===== src/rtl/arith_pkg.sv =====
// Shared arithmetic-datapath definitions: FSM state encoding and a constant clog2.
package arith_pkg;

  typedef enum logic [1:0] {
    IDLE = 2'd0,
    CALC = 2'd1,
    DONE = 2'd2
  } state_t;

  function automatic int clog2(input int value);
    int result;
    result = 0;
    for (int i = 0; i < 32; i++) begin
      if ((1 << result) < value) result++;
    end
    return result;
  endfunction

endpackage


===== src/rtl/sqrt_step.sv =====
// One combinational restoring square-root step: appends a radicand bit pair to the
// partial remainder and tries to subtract 4*root+1.
module sqrt_step #(
  parameter int QW = 16
) (
  input  logic [QW-1:0] rem,
  input  logic [1:0]    pair,
  input  logic [QW-1:0] root,
  output logic [QW:0]   rem_next,
  output logic          root_bit
);

  logic [QW+1:0] shifted;
  logic [QW+1:0] trial;

  assign shifted  = {rem, pair};
  assign trial    = shifted - {root, 2'b01};
  // A borrow out of the trial subtraction means the new root bit is 0 and we restore.
  assign root_bit = ~trial[QW+1];
  assign rem_next = root_bit ? trial[QW:0] : shifted[QW:0];

endmodule


===== src/rtl/sqrt_restoring_pipe.sv =====
// Multi-cycle restoring integer square root with valid/ready handshakes, BPC root
// bits per clock. Optional round-to-nearest root output under `define SQRT_ROUND_EN.
module sqrt_restoring_pipe
  import arith_pkg::*;
#(
  parameter int WIDTH = 32,
  parameter int BPC   = 1
) (
  input  logic               clk,
  input  logic               clrn,
  input  logic               in_valid,
  output logic               in_ready,
  input  logic [WIDTH-1:0]   d,
  output logic               out_valid,
  input  logic               out_ready,
  output logic [WIDTH/2-1:0] q,
  output logic [WIDTH/2:0]   r,
  output logic               busy
);

  localparam int QW    = WIDTH / 2;
  localparam int RW    = WIDTH / 2 + 1;
  localparam int STEPS = WIDTH / (2 * BPC);
  localparam int CW    = (clog2(STEPS) < 1) ? 1 : clog2(STEPS);

  state_t           state;
  logic [WIDTH-1:0] dd;
  logic [QW-1:0]    rem;
  logic [QW-1:0]    root;
  logic [CW-1:0]    cnt;

  // Step chain: index k holds the operands entering step k of this cycle.
  logic [QW-1:0] rem_c  [0:BPC];
  logic [QW-1:0] root_c [0:BPC];
  logic [RW-1:0] rem_n  [0:BPC-1];

  assign rem_c[0]  = rem;
  assign root_c[0] = root;

  for (genvar k = 0; k < BPC; k++) begin : g_step
    logic root_bit;

    sqrt_step #(.QW(QW)) u_step (
      .rem      (rem_c[k]),
      .pair     (dd[WIDTH-1-2*k -: 2]),
      .root     (root_c[k]),
      .rem_next (rem_n[k]),
      .root_bit (root_bit)
    );

    assign rem_c[k+1]  = rem_n[k][QW-1:0];
    assign root_c[k+1] = {root_c[k][QW-2:0], root_bit};
  end

  logic [QW-1:0] q_final;
  logic          last;

`ifdef SQRT_ROUND_EN
  // Round up when the remainder exceeds the floor root, i.e. d >= (q+0.5)^2 exceeded.
  assign q_final = ((rem_n[BPC-1] > {1'b0, root_c[BPC]}) && !(&root_c[BPC]))
                   ? root_c[BPC] + 1'b1 : root_c[BPC];
`else
  assign q_final = root_c[BPC];
`endif

  assign last = (cnt == CW'(STEPS - 1));

  always_ff @(posedge clk or negedge clrn) begin
    // NOTE: the async reset clears the whole datapath, not just the FSM, so an
    // aborted computation leaves no stale root/remainder visible on q/r.
    if (!clrn) begin
      state <= IDLE;
      dd    <= '0;
      rem   <= '0;
      root  <= '0;
      cnt   <= '0;
      q     <= '0;
      r     <= '0;
    end else begin
      // NOTE: non-blocking assignments throughout, so every register here sees the
      // pre-edge value of the others regardless of statement order.
      case (state)
        IDLE: begin
          if (in_valid) begin
            dd    <= d;
            rem   <= '0;
            root  <= '0;
            cnt   <= '0;
            state <= CALC;
          end
        end
        CALC: begin
          dd   <= dd << (2 * BPC);
          rem  <= rem_c[BPC];
          root <= root_c[BPC];
          cnt  <= cnt + 1'b1;
          if (last) begin
            q     <= q_final;
            r     <= rem_n[BPC-1];
            state <= DONE;
          end
        end
        DONE: begin
          if (out_ready) state <= IDLE;
        end
        default: state <= IDLE;
      endcase
    end
  end

  assign in_ready  = (state == IDLE);
  assign busy      = (state == CALC);
  assign out_valid = (state == DONE);

endmodule


===== config.mk =====
export PLATFORM = sky130hd
export DESIGN_NAME = sqrt_restoring_pipe
export DESIGN_NICKNAME = d
export VERILOG_FILES = /design/src/rtl/arith_pkg.sv /design/src/rtl/sqrt_step.sv /design/src/rtl/sqrt_restoring_pipe.sv
export SDC_FILE = /design/constraint.sdc
export NUM_CORES = 1
export LEC_CHECK = 0
export BUFFER_PORTS_ARGS = -buffer_cell sky130_fd_sc_hd__buf_2
export CORE_MARGIN = 1.5
export CORE_UTILIZATION = 34
export CTS_BUF_LIST = sky130_fd_sc_hd__clkbuf_4 sky130_fd_sc_hd__clkbuf_8
export CTS_CLUSTER_DIAMETER = 40
export CTS_CLUSTER_SIZE = 30
export DETAILED_ROUTE_END_ITERATION = 8
export GPL_TIMING_DRIVEN = 0
export PLACE_DENSITY = 0.62
export REMOVE_ABC_BUFFERS = 1
export SYNTH_ARGS = -nofsm -noshare
export SYNTH_HDL_FRONTEND = slang
export SYNTH_SLANG_ARGS = --single-unit

===== constraint.sdc =====
create_clock -name clk -period 6.5 [get_ports clk]
set_input_delay 0.325 -clock clk [delete_from_list [all_inputs] [get_ports clk]]
set_output_delay 0.325 -clock clk [all_outputs]
set_load 0.005 [all_outputs]

* Yosys cells after proc, flatten, opt, wreduce, memory -nomap -nowiden
Index checks and enable logic that the tools add are counted.
Cells by class: eq/ne operators 6, shifts and indexed selects 0, multiplexer cells 12, add/subtract/negate cells 2, $lt $le $gt $ge 0, bitwise operators 1, divide/modulo/power cells 0, multiply operators 0, reduce and logical (&&, ||, !) cells 5
Operators by type and width (count):
- one-hot mux 16 bit (2 select lines) | 2
- one-hot mux 32 bit (2 select lines) | 1
- two-way mux 32 bit | 1
- subtractor 18 bit | 1
- two-way mux 17 bit | 1
- two-way mux 16 bit | 1
- one-hot mux 4 bit (2 select lines) | 1
- two-way mux 2 bit | 3
- one-hot mux 2 bit (3 select lines) | 1
- adder 4 x 1 -> 4 bit (second input constant) | 1
- equality test 4 bit (second input constant) | 1
- two-way mux 4 bit | 1
- != test 2 x 1 -> 1 bit (second input constant) | 2
- AND reduction 2 bit | 2
- AND reduction 3 bit | 1
- equality test 2 x 1 -> 1 bit (second input constant) | 1
- equality test 2 bit (second input constant) | 1
- zero test 2 bit | 1
- != test 2 bit (second input constant) | 1
- nonzero test 2 bit | 1
- inverter 1 bit | 1
Word-level totals: RAM bits 0, register bits 103, memories 0, output and inout bits 36, latch bits 0, bits in read-only memories 0

* Longest topological paths before layout
depth in word-level cells 3, mapped depth 10, mapped depth without buffers 9

* Modules after synthesis
A second synthesis with hierarchy kept.
Unflattened totals: cells, all modules 486, area total of the unflattened synthesis 5497.8 um^2
By module, submodules not included:
- sqrt_restoring_pipe | seq. area each 2577.5 um^2, area an instance 4290.4 um^2, instances 1, cells each 325
- sqrt_step | seq. area each 0.0 um^2, area an instance 1207.4 um^2, instances 1, cells each 161

* Least setup slack after synthesis
No wires, ideal clock.
path type reg2reg, start reg root[8], end reg r[10], required time 6.370 ns, arrival time 2.450 ns, setup time 0.130 ns, setup slack 3.921 ns, clock period less this slack 2.579 ns, buffers on the path 1, stages on the path, launching flop included 10, path through dfrtp_1 inv_1 ha_1 a2111o_1 o221ai_2 a211oi_1 a311oi_4 buf_6 mux2i_1 o21ai_1
Between the ends: longest elaborated chain between the ends 2
RTL lines:
- start, declared | RTL line sqrt_restoring_pipe.sv:29 | logic [QW-1:0] root;
- start signal, assigned | RTL line sqrt_restoring_pipe.sv:95 | root <= root_c[BPC];
- subtractor 18 bit | RTL line sqrt_step.sv:17 | assign trial = shifted - {root, 2'b01};
- two-way mux 17 bit | RTL line sqrt_step.sv:20 | assign rem_next = root_bit ? trial[QW:0] : shifted[QW:0];
- end signal, assigned | RTL line sqrt_restoring_pipe.sv:99 | r <= rem_n[BPC-1];
- end, declared | RTL line sqrt_restoring_pipe.sv:17 | output logic [WIDTH/2:0] r,
No other way between the ends. A chain may end at the register's enable or synchronous reset.

* Final worst setup path
start reg state[1], end out busy
Between the ends: longest elaborated chain between the ends 1
RTL lines:
- start, declared | RTL line sqrt_restoring_pipe.sv:26 | state_t state;
- start signal, assigned | RTL line sqrt_restoring_pipe.sv:72 | state <= IDLE;
- start signal, assigned | RTL line sqrt_restoring_pipe.sv:89 | state <= CALC;
- start signal, assigned | RTL line sqrt_restoring_pipe.sv:100 | state <= DONE;
- equality test 2 x 1 -> 1 bit | RTL line sqrt_restoring_pipe.sv:112 | assign busy = (state == CALC);
- end, declared | RTL line sqrt_restoring_pipe.sv:18 | output logic busy
No other way between the ends.

==> results.md <==
* Clock Tree Root: clkbuf_8
* I/O Pins at 72
* Wire length per cell at 14.6 um
* FF-to-FF setup slack at 2.22 ns
* Worst Skew at 0.00681 ns
* Final Power at 3.54 mW
* Post-DP Area at roughly 5800 um2
* Layout cells sized above 1 at approximately 16%
* RePlAce Congestion at 0.810
* Final period utilization at 70.8%
* Top-count cell post-synth: dfrtp_1
* Drt total wl at 11.7 mm
* Hold path cells at 2
* Register share of total power at 32.5%
* Clock Sinks at between 100 and 150
* Port Buffers at 71
* Post-CTS Setup Bufs at 0
* Die area at around 16,000 um2
* Core ar. at 15,100 um2
* Most frequently used flop master after synthesis: dfrtp_1
* Routed via count at 4,156
* Relative slew slack at between 10% and 20%
* Unrepaired setup endpoints after global routing: no
* Reg2Reg Launch Point: state[1]
* Worst path cell trace: nand2b_1, clkinv_1, buf_2
* Post-layout instance area at 5970 um2
* Critical-path top delay cell: clkinv_1
* Max Fclk at around 0.22 GHz
* Total Routing Usage GR at 15.4%
* Mapped cell area at 5200 um2
* Synthesized instance count at 551
* Sw frac at a little over two fifths
* Antenna Cells at 0
* Antenna-violating nets left at 0
* VDD IR max at 0.219 mV
* Number of max-cap violations at 0
* Crit path max-delay family: buffers and inverters
* Initial antenna violation count at 0
* Most area-hungry cell type in the Yosys netlist: dfrtp_1
* Yosys warning total at 0
* Largest net degree at the start of global routing at between 70 and 80
* Sink of the worst hold path: state[1]
* Critical Path Source Type: register
* Minimum clock period at 4.60 ns
* Syn avg cell area at between 9 and 10 um2
* First-pass GRT wire length at approximately 20 mm
* Clock tree buffer depth at 2
* Remaining Overflow, GRT at 0
* Area growth from synthesis to layout at 14.6%
* CP arrival at about 4.3 ns
* P_int at 1.99 mW
* Residual DRC count at 0
* Gate power share at 56.1%
* Top post-synthesis cells by count: 103 x dfrtp_1, 81 x o21ai_0, 77 x nand2_1
* Setup Crit Path Kind: register to output pin
* Starting Density at 34.5%
* Hold Crit Class: input pin to register
* FF/Latch Area at 2580 um2
* Worst Hold Launch: out_ready
* H-tree Lvls at 3
* EDFF count, synth at 0
* Ranking of synthesized cells by area: dfrtp_1 50%, o21ai_0 7.8%, nand2_1 5.6%
* CP Data Required Time at 6.17 ns
* R2r endpoint: dd[9]
* Power per cell area at 594 nW/um2
* Clock-pin transition on the worst setup and hold timing paths at 0.09 ns
* Seq/Total Area, Yosys at 49.5%
* Final hold violation count at 0
* Max-slew violations at 0
* Crit end category: output pin
* Worst path depth at 3
* Hold_ws at 0.164 ns
* DIE HEIGHT at around 130 um
* Pleak at 2.72 nW
* Netlist cell types at 48
* CTS tree: done
* Site row count at 45
* Die X at 127 um
* Async set-reset flop share out of synthesis at 100%
* Register bit total from synthesis at 103
* Reg2Reg Depth at 4
* Vias per std cell at 5.22
* Top-area cell type share of the netlist area at between 40% and 50%
* Area of the multi-input gates at 2430 um2
* Clock Latency Late Sink at 0.36 ns
* Clock power frac at 11.4%
* Drt first pass iters at 4
* Filler cells at 1,529
* Post-detail-place hpwl at 7.83 mm
* CP max stage delay at 1.24 ns
* Final-report setup violation count at 0
* WP buf/inv at 2
* Sw Pwr at 1.55 mW
* DRT iter0 DRCs at 192
* CTS buffer count at 9
* CP max FO at 38
* Setup tns final at 0 ns
* Slew @ Worst Pin at 1.27 ns
* Nets@finish at 656
* Vias in the first global route at 4,146
* Status: complete, no violations
==> cell usage in the layout (no fill, tap or decap), types with 9 or more instances in the layout <==
cell,Yosys,layout
clkbuf_8,0,10
inv_1,19,19
xor2_1,9,9
buf_2,1,70
nand2_1,77,77
nor2b_1,33,32
o21ai_0,81,81
mux2i_1,14,14
a22oi_1,28,28
o21ai_1,17,17
ha_1,17,17
a21oi_1,41,41
dfrtp_1,103,103
==> how the worst max path moves through the flow <==
stage,from,endpoint
6_report,state[1],busy
5_1_grt,state[1],busy
4_1_cts,state[1],busy
3_5_place_dp,state[1],dd[9]
3_3_place_gp,state[1],rem[15]
2_1_floorplan,root[8],r[0]
==> power groups by stage <==
| stage | combinational (mW) | sequential, mW | clock, mW |
|---|---|---|---|
| after floorplan | 1.43 | 1.12 | 0 |
| after global placement | 1.88 | 1.15 | 0 |
| after detailed placement | 2.01 | 1.16 | 0 |
| after CTS | 2.01 | 1.15 | 0.423 |
| after global routing | 2.24 | 1.20 | 0.448 |
| final | 1.99 | 1.15 | 0.405 |
==> logic make-up after synthesis <==
kind of cell	synth area share (%)
AOI/OAI and AO/OA	24.2
xor gates and xnor gates	2.69
adders and majority gates	4.09
buffers and inverters	4.06
DFF	49.5
muxes	2.91
and+or+nand+nor	12.6
==> stage by stage <==
step | worst slack (ns) | instances | util, %
floorplan | 3.54 | 517 | -
global placement | 2.24 | 776 | 37.5
detailed placement | 2.21 | 779 | 38.2
CTS | 1.84 | 796 | 39.5
global route | 1.53 | 796 | 39.5
finish | 1.90 | 796 | 39.5
==> layer usage <==
metal | vias to the layer above | share of wire, % | track usage [%]
li1 | 2046 | - | -
met1 | 1990 | 46 | 19.8
met2 | 109 | 47 | 25.4
met3 | 11 | 6.4 | 4.81
met4 | 0 | 0.92 | 3.54
met5 | - | 0 | 0
==> state kept, by name, summed over array words and instances, names as in the netlist <==
signal / cells
dd: 32
cnt: 4
root: 16
state: 2
r: 17
rem: 16
q: 16
==> area by class of cell <==
type	count	share of cell area (%)
Multi-Input combinational cell	394	40.7
Clock buffer	10	2.31
Inverter	20	1.26
Sequential cell	103	43.2
Clock inverter	6	1.01
Tap cell	188	3.94
Timing Repair Buffer	75	7.55
==> worst register-to-register path, stage by stage, from the launching register on <==
cell and delay (ns):
dfrtp_1 1.19, nand2b_1 1.04, clkinv_1 1.25, a22oi_1 0.49, o21ai_0 0.14
==> repair_timing <==
action / 4_1_cts / 5_1_grt
hold buffers: 1 / 0
gates resized for setup: 0 / 0
hold endpoints to repair: 32 / 0
No activity file was read; power rests on OpenSTA's default activity.
